**src/rtl/machine_pkg.sv**
```systemverilog
// Shared constants for the machine run/step controller: FSM encoding,
// display select codes and front-panel button indices.
package machine_pkg;

    localparam logic [1:0] ST_STOP = 2'd0;
    localparam logic [1:0] ST_STEP = 2'd1;
    localparam logic [1:0] ST_RUN  = 2'd2;
    localparam logic [1:0] ST_HALT = 2'd3;

    localparam logic [1:0] SEL_RESULT = 2'b00;
    localparam logic [1:0] SEL_PC     = 2'b01;
    localparam logic [1:0] SEL_INSTR  = 2'b10;
    localparam logic [1:0] SEL_STEPS  = 2'b11;

    localparam int NUM_BTN    = 5;
    localparam int BTN_STEP   = 0;
    localparam int BTN_RUN    = 1;
    localparam int BTN_CLR    = 2;
    localparam int BTN_SEL_LO = 3;
    localparam int BTN_SEL_HI = 4;

endpackage

```
**src/rtl/btn_debounce.sv**
```systemverilog
// Front-panel button conditioner: 2-FF synchroniser, stability counter,
// debounced level and a one-cycle pulse on each accepted rising edge.
module btn_debounce #(
    parameter int DEB_CYCLES = 50000
) (
    input  logic clk,
    input  logic rst_n,
    input  logic raw_i,
    output logic level_o,
    output logic press_o
);

    localparam int CNT_W = $clog2(DEB_CYCLES);

    logic             r_sync1;
    logic             r_sync2;
    logic             r_level;
    logic             r_press;
    logic [CNT_W-1:0] r_cnt;

    // NOTE: non-blocking assignments so every register samples pre-edge values.
    always_ff @(posedge clk or negedge rst_n) begin
        if (!rst_n) begin
            r_sync1 <= 1'b0;
            r_sync2 <= 1'b0;
            r_level <= 1'b0;
            r_press <= 1'b0;
            r_cnt   <= '0;
        end else begin
            r_sync1 <= raw_i;
            r_sync2 <= r_sync1;
            r_press <= 1'b0;
            if (r_sync2 == r_level) begin
                r_cnt <= '0;
            end else if (r_cnt == CNT_W'(DEB_CYCLES - 1)) begin
                // DEB_CYCLES consecutive differing samples: accept the new level.
                r_cnt   <= '0;
                r_level <= r_sync2;
                r_press <= r_sync2;
            end else begin
                r_cnt <= r_cnt + 1'b1;
            end
        end
    end

    assign level_o = r_level;
    assign press_o = r_press;

endmodule

```
**src/rtl/machine_step_ctrl.sv**
```systemverilog
// Run/step controller and registered display mux for the processor + ROM pair.
// Optional feature: define MACHINE_BRKPT_EN to add a PC breakpoint in RUN.
module machine_step_ctrl
    import machine_pkg::*;
#(
    parameter int               DATA_W     = 8,
    parameter int               ADDR_W     = 2,
    parameter int               DEB_CYCLES = 50000,
    parameter int               RUN_DIV    = 1000,
    parameter logic [DATA_W-1:0] HALT_OP   = 8'hFF
) (
    input  logic              clk,
    input  logic              rst_n,
    input  logic [4:0]        btn,
    input  logic [ADDR_W-1:0] pc_i,
    input  logic [DATA_W-1:0] instr_i,
    input  logic [DATA_W-1:0] result_i,
`ifdef MACHINE_BRKPT_EN
    input  logic [ADDR_W-1:0] brk_addr_i,
    input  logic              brk_en_i,
`endif
    output logic              step_o,
    output logic [DATA_W-1:0] out,
    output logic              running_o,
    output logic              halted_o
);

    localparam int PRE_W = (RUN_DIV > 1) ? $clog2(RUN_DIV) : 1;

    logic [NUM_BTN-1:0] w_level;
    logic [NUM_BTN-1:0] w_press;
    logic [4:0]         w_unused_deb;
    logic [1:0]         w_sel;
    logic               w_is_halt;
    logic               w_run_tick;
    logic               w_brk_hit;
    logic [DATA_W-1:0]  w_out_next;

    logic [1:0]         r_state;
    logic [PRE_W-1:0]   r_presc;
    logic [DATA_W-1:0]  r_step_cnt;
    logic [DATA_W-1:0]  r_out;

    for (genvar gi = 0; gi < NUM_BTN; gi++) begin : g_btn
        btn_debounce #(.DEB_CYCLES(DEB_CYCLES)) u_deb (
            .clk     (clk),
            .rst_n   (rst_n),
            .raw_i   (btn[gi]),
            .level_o (w_level[gi]),
            .press_o (w_press[gi])
        );
    end

    // Control buttons only need the pulse, select buttons only the level.
    assign w_unused_deb = {w_press[BTN_SEL_HI:BTN_SEL_LO], w_level[BTN_CLR:BTN_STEP]};
    assign w_sel        = w_level[BTN_SEL_HI:BTN_SEL_LO];
    assign w_is_halt    = (instr_i == HALT_OP);
    assign w_run_tick   = (r_presc == PRE_W'(RUN_DIV - 1));

`ifdef MACHINE_BRKPT_EN
    logic r_first;

    // The first step after leaving STOP is never blocked, so RUN can resume past a breakpoint.
    always_ff @(posedge clk or negedge rst_n) begin
        if (!rst_n) begin
            r_first <= 1'b1;
        end else if (r_state != ST_RUN) begin
            r_first <= 1'b1;
        end else if (step_o) begin
            r_first <= 1'b0;
        end
    end

    assign w_brk_hit = brk_en_i && (pc_i == brk_addr_i) && !r_first;
`else
    assign w_brk_hit = 1'b0;
`endif

    assign step_o    = !w_is_halt &&
                       ((r_state == ST_STEP) ||
                        ((r_state == ST_RUN) && w_run_tick && !w_brk_hit));
    assign running_o = (r_state == ST_RUN);
    assign halted_o  = (r_state == ST_HALT);

    always_ff @(posedge clk or negedge rst_n) begin
        if (!rst_n) begin
            r_state <= ST_STOP;
            r_presc <= '0;
        end else begin
            case (r_state)
                ST_STOP: begin
                    if (!w_press[BTN_CLR]) begin
                        if (w_press[BTN_RUN]) begin
                            r_state <= ST_RUN;
                        end else if (w_press[BTN_STEP]) begin
                            r_state <= ST_STEP;
                        end
                    end
                end
                ST_STEP: r_state <= w_is_halt ? ST_HALT : ST_STOP;
                ST_RUN: begin
                    if (w_is_halt) begin
                        r_state <= ST_HALT;
                        r_presc <= '0;
                    end else if (w_press[BTN_RUN] || (w_run_tick && w_brk_hit)) begin
                        r_state <= ST_STOP;
                        r_presc <= '0;
                    end else begin
                        r_presc <= w_run_tick ? '0 : r_presc + 1'b1;
                    end
                end
                ST_HALT: begin
                    if (w_press[BTN_CLR]) begin
                        r_state <= ST_STOP;
                    end
                end
                default: r_state <= ST_STOP;
            endcase
        end
    end

    always_comb begin
        // NOTE: default assignment first so no path leaves w_out_next unassigned (no latch).
        w_out_next = result_i;
        case (w_sel)
            SEL_RESULT: w_out_next = result_i;
            SEL_PC:     w_out_next = {{(DATA_W - ADDR_W){1'b0}}, pc_i};
            SEL_INSTR:  w_out_next = instr_i;
            SEL_STEPS:  w_out_next = r_step_cnt;
            default:    w_out_next = result_i;
        endcase
    end

    always_ff @(posedge clk or negedge rst_n) begin
        if (!rst_n) begin
            r_step_cnt <= '0;
            r_out      <= '0;
        end else begin
            r_out <= w_out_next;
            if (step_o) begin
                r_step_cnt <= r_step_cnt + 1'b1;
            end
        end
    end

    assign out = r_out;

endmodule
```
**config.mk**
```make
export PLATFORM = sky130hd
export DESIGN_NAME = machine_step_ctrl
export DESIGN_NICKNAME = d
export VERILOG_FILES = /design/src/rtl/machine_pkg.sv /design/src/rtl/btn_debounce.sv /design/src/rtl/machine_step_ctrl.sv
export SDC_FILE = /design/constraint.sdc
export NUM_CORES = 1
export LEC_CHECK = 0
export CORE_AREA = 5 5 116 118
export DETAILED_ROUTE_END_ITERATION = 8
export DIE_AREA = 0 0 121 123
export PLACE_DENSITY = 0.71
export SETUP_SLACK_MARGIN = 0.1
export SLEW_MARGIN = 20
export SYNTH_ARGS = -nofsm -noshare
export SYNTH_HDL_FRONTEND = slang
export SYNTH_SLANG_ARGS = --single-unit
export TNS_END_PERCENT = 30
```
**constraint.sdc**
```tcl
create_clock -name clk -period 2.2 [get_ports clk]
set_input_delay 0.44 -clock clk [delete_from_list [all_inputs] [get_ports clk]]
set_output_delay 0.44 -clock clk [all_outputs]
set_load 0.01 [all_outputs]
```
# Word level (Yosys, flattened, before mapping)
# Cells that the tools add are included.
classes:
  n_addsub: 7
  eq_ne: 22
  bitwise: 5
  reduce_logical: 12
  muxes: 28
ops:
  columns: ["operator", "n"]
  rows:
  - ["2-to-1 mux 16 bit", 10]
  - ["adder 16 x 1 -> 16 bit, second input constant", 5]
  - ["equality test 16 bit, second input constant", 5]
  - ["case mux 8 bit (4 select lines)", 1]
  - ["2-to-1 mux 10 bit", 3]
  - ["2-to-1 mux 2 bit", 7]
  - ["adder 10 x 1 -> 10 bit, second input constant", 1]
  - ["equality test 10 bit, second input constant", 1]
  - ["AND reduction 2 bit", 5]
  - ["adder 8 x 1 -> 8 bit, second input constant", 1]
  - ["equality test 2 bit, second input constant", 4]
  - ["equality test 8 bit, second input constant", 1]
  - ["case mux 2 bit (4 select lines)", 1]
  - ["2-to-1 mux 1 bit", 6]
  - ["!= test 3 x 1 -> 1 bit, second input constant", 2]
  - ["equality test 1 bit", 5]
  - ["NOT 1 bit", 5]
  - ["equality test 2 x 1 -> 1 bit, second input constant", 2]
  - ["logical NOT 2 bit", 2]
  - ["AND reduction 4 bit", 1]
  - ["logical AND 1 bit", 2]
  - ["!= test 2 x 1 -> 1 bit, second input constant", 1]
  - ["!= test 2 bit, second input constant", 1]
  - ["logical NOT 1 bit", 1]
  - ["logical OR 1 bit", 1]
word_totals:
  output_inout_bits: 11
  reg_bits: 126

# Longest topological paths before layout
# Gate-level depths: netlist of run 1.
logic_depth:
  word_depth: 4
  ltp_mapped: 7
  ltp_nobuf: 6

# Cells and area by module
# Synthesis of run 1 repeated with hierarchy kept, for this count alone.
hier_totals:
  cells_unflattened: 605
  area_unflattened_um2: 6454.9
modules_own_cells:
  columns: ["mod", "seq_area_each_um2", "n_inst", "area_each_um2", "cells_each"]
  rows:
  - ["btn_debounce", 500.5, 5, 968.4, 91]
  - ["machine_step_ctrl", 700.7, 1, 1612.8, 150]

# Worst setup path after synthesis of run 1
# Ideal clock, no wire load.
synth_path:
  path_type: "reg2reg"
  start: "reg r_state[0]"
  end: "reg r_step_cnt[1]"
  required_time_ns: 2.075
  t_arrival_ns: 2.045
  setup_slack_ns: 0.030
  stages_incl_launch_ff: 8
  cell_sequence: "dfrtp_1 -> inv_1 -> ha_1 -> clkbuf_1 -> nand4bb_1 -> o31a_1 -> nor2_1 -> mux2_2"
synth_via:
  elab_chain_len: 4
synth_rtl:
  columns: ["item", "line_no", "rtl"]
  rows:
  - ["start, declared", "machine_step_ctrl.sv:39", "logic [1:0] r_state;"]
  - ["start signal, assigned", "machine_step_ctrl.sv:100", "ST_STEP: r_state <= w_is_halt ? ST_HALT : ST_STOP;"]
  - ["equality test 2 bit", null, null]
  - ["named net running_o", "machine_step_ctrl.sv:24", "output logic running_o,"]
  - ["logical AND 1 bit", "machine_step_ctrl.sv:81", "((r_state == ST_RUN) && w_run_tick && !w_brk_hit));"]
  - ["logical OR 1 bit", "machine_step_ctrl.sv:80", "((r_state == ST_STEP) ||"]
  - ["logical AND 1 bit", "machine_step_ctrl.sv:79", "assign step_o = !w_is_halt &&"]
  - ["named net step_o", "machine_step_ctrl.sv:22", "output logic step_o,"]
  - ["end signal, assigned", "machine_step_ctrl.sv:141", "r_step_cnt <= r_step_cnt + 1'b1;"]
  - ["end, declared", "machine_step_ctrl.sv:41", "logic [DATA_W-1:0] r_step_cnt;"]
# The timed path passes the listed nets, and every way through them passes these cells.
# A chain may end at the register's enable or synchronous reset.

# Final worst setup path of run 1
layout_path:
  start: "reg r_state[0]"
  end: "out step_o"
layout_via:
  elab_chain_len: 4
layout_rtl:
  columns: ["item", "line_no"]
  rows:
  - ["equality test 2 bit", "machine_step_ctrl.sv:81"]
  - ["logical AND 1 bit", "machine_step_ctrl.sv:81"]
  - ["logical OR 1 bit *", "machine_step_ctrl.sv:80"]
  - ["logical AND 1 bit *", "machine_step_ctrl.sv:79"]
  - ["end, declared", "machine_step_ctrl.sv:22"]
# Every way passes the cells marked *; elsewhere a longest branch is shown, timed or not.

==> summary.txt, run 1 <==
Detailed routing
  • DR pass1 iterations: 5
  • Vias: 4492
  • Vias per std cell: 5.49
  • Iter 0 DRT Violations: 273
  • WL final: 12200 microns
  • Average wire per standard cell: 15.0 microns
  • Post-route antenna net violation count: 0
  • # DRC: 0

Logic synthesis
  • Yosys reg bits: 126
  • Ys async rst share: 100%
  • Syn Nets: 602
  • Synth warn: 0
  • Top-area cell type share of the netlist area: 52.4%
  • Yosys top cell by area: dfrtp_1
  • Synth area leaders: dfrtp_1 (52%), xor2_1 (6.1%), nor2_1 (4.5%), nand4_1 (3.6%), xnor2_1 (3.6%)
  • Post-synth EDFFs: 0
  • Sequential share of the synthesized area: 52.4%
  • Synth Area per Inst: 10.6 sq um
  • Netlist cell types: 41
  • Mapped Cells: 565
  • Most frequent cell after synthesis: dfrtp_1
  • Mapped cell area: 6010 sq um
  • Synth top cells by count: dfrtp_1 (126), nor2_1 (72), xor2_1 (42)
  • Dominant synthesized flop cell: dfrtp_1

Setup path
  • Buffers & Inverters on Critical Path: 2
  • Reg2reg end: g_btn[0].u_deb.r_cnt[7]
  • Crit path max-delay family: flip-flops
  • Worst setup SP type: register
  • Slowest stage cell, crit path: dfrtp_1
  • Critical path data arrival time: 1.67 ns
  • Crit Path Max Fanout: 2
  • Crit-path cells: inv_2, ha_4, nand4bb_1, o31a_1, nor2_4, buf_6
  • Crit. End Element: output pin
  • CP peak stage delay: 0.38 ns
  • Req. time, crit path: 1.76 ns
  • R2r startpoint: g_btn[0].u_deb.r_cnt[4]
  • Reg2reg setup slack: 0.41 ns
  • Critical path class: reg -> out
  • Register-to-Register Path Depth: 4

Floorplan
  • Vert. Die Dim: 123 microns
  • Io pins: 36
  • Die area: 14900 sq um
  • Num rows: 41
  • Die W: 121 microns
  • Starting density of the core: 48.6%
  • CORE AREA: 12400 sq um

Worst hold path
  • Worst Hold Class: reg -> reg
  • Hold EP: g_btn[0].u_deb.r_sync2
  • Worst hold start: g_btn[0].u_deb.r_sync1
  • Hold Path Cell Cnt: 0

Clock tree
  • Clock Tree Buf Depth: 2
  • Clk_lat worst skew: 0.41 ns
  • Clk slew on worst S/H paths: 0.05 ns
  • CTS buffer count: 17
  • Root buffer cell: clkbuf_16
  • H-tree Lvls: 4
  • CTS tree: done
  • CTS sink count: 126

STA
  • Final period util: 96.1%
  • Slew HR: 67.1%
  • Fmax: 473 MHz
  • Slew @ Worst Pin: 0.493 ns
  • Fin crit period: 2.11 ns
  • Final max-slew violation count: 0
  • Worst Skew: 0.00782 ns
  • Final setup TNS: 0 ns
  • Hold Fails Final Rpt: 0
  • RSZ-0062 raised after global routing: true
  • Min Hold Slack: 0.346 ns
  • Number of setup violations in the final report: 0
  • Worst Setup Slack, final: 0.0864 ns

Pwr
  • VDD IR max: 0.000632 V
  • P per Cell Area: 859 nW/um^2
  • Leakage: 3.11 nW
  • Power, Total: 6.33 mW

Placed design
  • Area of placed instances: 6720 sq um
  • Buffers on Ports: 35
  • Pre-CTS WS: -0.118 ns
  • Placed wire-length estimate: 8360 microns
  • Cell count after placement: 783
  • GPL Wtd Cong: 0.876

GRT
  • Global route overflow: 0
  • Largest net degree at the start of global routing: 54
  • Antenna violations before repair: 0
  • Vias in the first global route: 4429
  • First-pass GRT wire length: 20600 microns
  • Global Route Usage Sum: 17.4%

Final layout
  • Design area: 7370 sq um
  • N_diodes: 0
  • Finished Core Util: 59.6%
  • Layout Nets: 670
  • Share of layout cells above drive strength 1: 13.0%
  • Fillers: 998
  • Final non-filler cell total: 818
  • Layout area overhead: 22.6%

Outcome
  • Status: complete, no violations

Run
  • Max-cap check violation count: 0
[per-layer routing]
layer  global-route usage, %  part of all wire, %  vias to the layer above
li1                        -                    -                     2196
met1                    22.0                   46                     2178
met2                    28.7                   49                      102
met3                    4.30                  4.3                       16
met4                    7.01                  1.5                        0
met5                       0                    0                        -
[flip-flops by register name (all words and copies together) (netlist names)]
signal,count
r_state,2
g_btn.u_deb.press_o,3
g_btn.u_deb.r_sync2,5
g_btn.u_deb.level_o,5
g_btn.u_deb.r_sync1,5
r_presc,10
out,8
g_btn.u_deb.r_cnt,80
r_step_cnt,8
[worst max path at each step]
stage                         end  slack, ns        from  depth (start not counted)
finish                     step_o       0.09  r_state[0]                          6
global route               step_o       0.02  r_state[0]                          6
CTS                        step_o      -0.01  r_state[0]                          6
detailed placement         step_o      -0.12  instr_i[0]                          5
global placement           step_o      -0.12  instr_i[0]                          5
floorplan           r_step_cnt[1]       0.12  r_state[0]                          7
[final cells by class]
cell class	instances	area (sq um)	area share (%)
Multi-Input combinational cell	417	2790	37.9
Clock buffer	23	478	6.48
Tap cell	172	215	2.92
Inverter	9	33.8	0.458
Timing Repair Buffer	62	564	7.65
Clock inverter	9	134	1.82
Sequential cell	126	3150	42.8
[report_power, final]
part           internal [mW]  switching [mW]  total, mW
Combinational          0.442           0.402      0.843
Sequential              2.48           0.159       2.64
Clock                   1.87           0.977       2.85
Total                   4.79            1.54       6.33
[cell usage in the layout, fill, tap and decap left out, drive strengths merged, types with 3 or more instances in the layout]
master         instances
bufinv                 3
xnor2                 25
inv                    9
nand2                 29
and4                   4
nor4b                  5
and3                  20
or3                   11
nor3                  20
ha                    12
nor4bb                 9
clkinvlp               4
mux2i                  3
o2bb2ai                3
xor2                  42
buf                   28
clkbuf                23
o31ai                  9
or4                    5
clkdlybuf4s50         31
nand3                 35
dfrtp                126
mux2                  14
nor2                  72
nor3b                  4
a22o                  13
nor4                   7
o21ai                 14
nand4                 35
a21oi                 15
[cells by family (layout without fill, tap and decap cells)]
family	Yosys count	count (layout)	synth area share, %
mux	19	19	3.87
flops	126	126	52.4
fa+ha+maj	12	12	2.50
compound gates	57	57	6.29
buf+inv	22	103	1.42
simple gates	262	262	23.7
xor+xnor	67	67	9.76
[what timing repair did]
action / in CTS / in global routing
buffers inserted: 1 / 1
hold endpoints to repair: 30 / 0
hold buffers: 1 / 0
pin swaps: 3 / 2
resized for setup: 11 / 0
cloned: 0 / 0
endpoints found under the setup margin: 3 / 1
(Power assumes the default switching activity.)
==> inputs of run 2 (changes only) <==
- REMOVE_ABC_BUFFERS: not set -> 1
==> run 2 against run 1 <==
  * Combinational power decreased by 3.8%
  * Sequential cell count unchanged
  * Critical path type unchanged
  * Highest routed layer unchanged
  * Non-clock buffer count decreased by 1
==> summary.txt, run 2 (synthesis results as in run 1) <==
GRT
  • Largest net degree at the start of global routing: 48 (was 54)
  • Global route overflow: 0 (unchanged)
  • Global Route Usage Sum: 17.7% (was 17.4%)
  • Antenna violations before repair: 0 (unchanged)
  • First-pass GRT wire length: 21200 microns (was 20600 microns)
  • Vias in the first global route: 4545 (was 4429)

Pwr
  • Leakage: 3.12 nW (was 3.11 nW)
  • P per Cell Area: 848 nW/um^2 (was 859 nW/um^2)
  • Power, Total: 6.23 mW (was 6.33 mW)
  • VDD IR max: 0.000542 V (was 0.000632 V)

STA
  • Final max-slew violation count: 0 (unchanged)
  • Worst Setup Slack, final: 0.0650 ns (was 0.0864 ns)
  • Fmax: 468 MHz (was 473 MHz)
  • Min Hold Slack: 0.349 ns (was 0.346 ns)
  • Final setup TNS: 0 ns (unchanged)
  • Slew @ Worst Pin: 0.505 ns (was 0.493 ns)
  • Hold Fails Final Rpt: 0 (unchanged)
  • Fin crit period: 2.14 ns (was 2.11 ns)
  • RSZ-0062 raised after global routing: true (unchanged)
  • Worst Skew: 0.0118 ns (was 0.00782 ns)
  • Slew HR: 66.2% (was 67.1%)
  • Final period util: 97.0% (was 96.1%)
  • Number of setup violations in the final report: 0 (unchanged)

Setup path
  • Crit Path Max Fanout: 2 (unchanged)
  • Crit. End Element: output pin (unchanged)
  • Worst setup SP type: register (unchanged)
  • Critical path data arrival time: 1.70 ns (was 1.67 ns)
  • Reg2reg setup slack: 0.29 ns (was 0.41 ns)
  • Req. time, crit path: 1.76 ns (about the same)
  • Critical path class: reg -> out (unchanged)

Detailed routing
  • Average wire per standard cell: 14.6 microns (was 15.0 microns)
  • Iter 0 DRT Violations: 254 (was 273)
  • Vias: 4499 (was 4492)
  • WL final: 11900 microns (was 12200 microns)
  • Post-route antenna net violation count: 0 (unchanged)
  • DR pass1 iterations: 4 (was 5)
  • Vias per std cell: 5.51 (was 5.49)
  • # DRC: 0 (unchanged)

Run
  • Max-cap check violation count: 0 (unchanged)

Final layout
  • Layout Nets: 669 (was 670)
  • Top flop regs: g_btn.u_deb.r_cnt: 80 flops, r_presc: 10 flops (unchanged)
  • Share of layout cells above drive strength 1: 12.2% (was 13.0%)
  • N_diodes: 0 (unchanged)
  • Fillers: 980 (was 998)
  • Top reg by flops: g_btn.u_deb.r_cnt (unchanged)
  • Commonest non-fill, non-tap cell in the layout: dfrtp_1 (unchanged)
  • Layout area overhead: 22.2% (was 22.6%)
  • Commonest non-fill, non-tap cells in the layout: dfrtp_1 (126), nor2_1 (71), xor2_1 (42) (unchanged)
  • Max reg flops: 80 (unchanged)

Clock tree
  • CTS tree: done (unchanged)
  • Root buffer cell: clkbuf_16 (unchanged)
  • H-tree Lvls: 4 (unchanged)
  • CTS sink count: 126 (unchanged)
  • Clk slew on worst S/H paths: 0.05 ns (about the same)
  • Clock Tree Buf Depth: 2 (unchanged)
  • Clk_lat worst skew: 0.42 ns (was 0.41 ns)
  • CTS buffer count: 17 (unchanged)

Floorplan
  • Die W: 121 microns (unchanged)
  • Io pins: 36 (unchanged)
  • CORE AREA: 12400 sq um (unchanged)
  • Starting density of the core: 48.6% (unchanged)
  • Vert. Die Dim: 123 microns (unchanged)
  • Die area: 14900 sq um (unchanged)
  • Num rows: 41 (unchanged)

Placed design
  • Placed wire-length estimate: 8290 microns (was 8360 microns)
  • Buffers on Ports: 35 (unchanged)
  • GPL Wtd Cong: 0.870 (was 0.876)
  • Pre-CTS WS: -0.164 ns (was -0.118 ns)

Worst hold path
  • Worst Hold Class: reg -> reg (unchanged)

Outcome
  • Status: complete, no violations (unchanged)
==> run 2: per-stage QoR <==
| stage | util [%] | cell area [sq um] | std cells |
|---|---|---|---|
| 2_1_floorplan | - | 5960 | 552 |
| 3_3_place_gp | 54.4 | 6720 | 782 |
| 3_5_place_dp | 54.4 | 6720 | 782 |
| 4_1_cts | 59.2 | 7310 | 815 |
| 5_1_grt | 59.4 | 7340 | 817 |
| 6_report | 59.4 | 7340 | 817 |
==> run 2: worst max-delay path, stage by stage, from the launching register on <==
cell	delay [ns]
dfrtp_1	0.38
inv_2	0.08
ha_4	0.12
nand4bb_1	0.10
o31a_1	0.32
nor2_2	0.13
buf_2	0.15
==> run 2: where the power goes <==
| part | switching, mW | internal (mW) | total, mW |
|---|---|---|---|
| clock | 0.949 | 1.84 | 2.79 |
| combinational | 0.382 | 0.429 | 0.811 |
| sequential | 0.147 | 2.48 | 2.63 |
==> run 2: layout make-up <==
class	count	area (sq um)	share of cell area, %
Sequential cell	126	3150	42.9
Multi-Input combinational cell	417	2790	38.0
Clock inverter	6	108	1.47
Tap cell	172	215	2.93
Clock buffer	26	479	6.52
Inverter	9	33.8	0.460
Timing Repair Buffer	61	567	7.72
==> run 2: worst paths after layout <==
check                                        from                      end  cells past startpoint
setup / recovery                       r_state[0]                   step_o                      6
hold / removal             g_btn[3].u_deb.r_sync1   g_btn[3].u_deb.r_sync2                      0
setup reg to reg                       r_state[0]            r_step_cnt[7]                      8
hold reg to reg            g_btn[3].u_deb.r_sync1   g_btn[3].u_deb.r_sync2                      0
max in group asynchronous                   rst_n  g_btn[0].u_deb.r_cnt[2]                      3
min in group asynchronous                   rst_n  g_btn[3].u_deb.r_cnt[9]                      2
==> run 2: metal layers <==
layer,vias up,share of wire (%),GRT usage (%)
li1,2188,-,-
met4,0,1.7,7.08
met2,110,48,28.4
met3,17,4.5,5.17
met5,-,0,0
met1,2184,46,22.6
==> run 2: what timing repair did <==
| action | in CTS | in global routing |
|---|---|---|
| pin swaps | 1 | 3 |
| resized for setup | 6 | 4 |
| endpoints found under the setup margin | 3 | 2 |
| setup buffers | 0 | 2 |
| hold buffers | 1 | 0 |
| hold endpoints to repair | 16 | 0 |
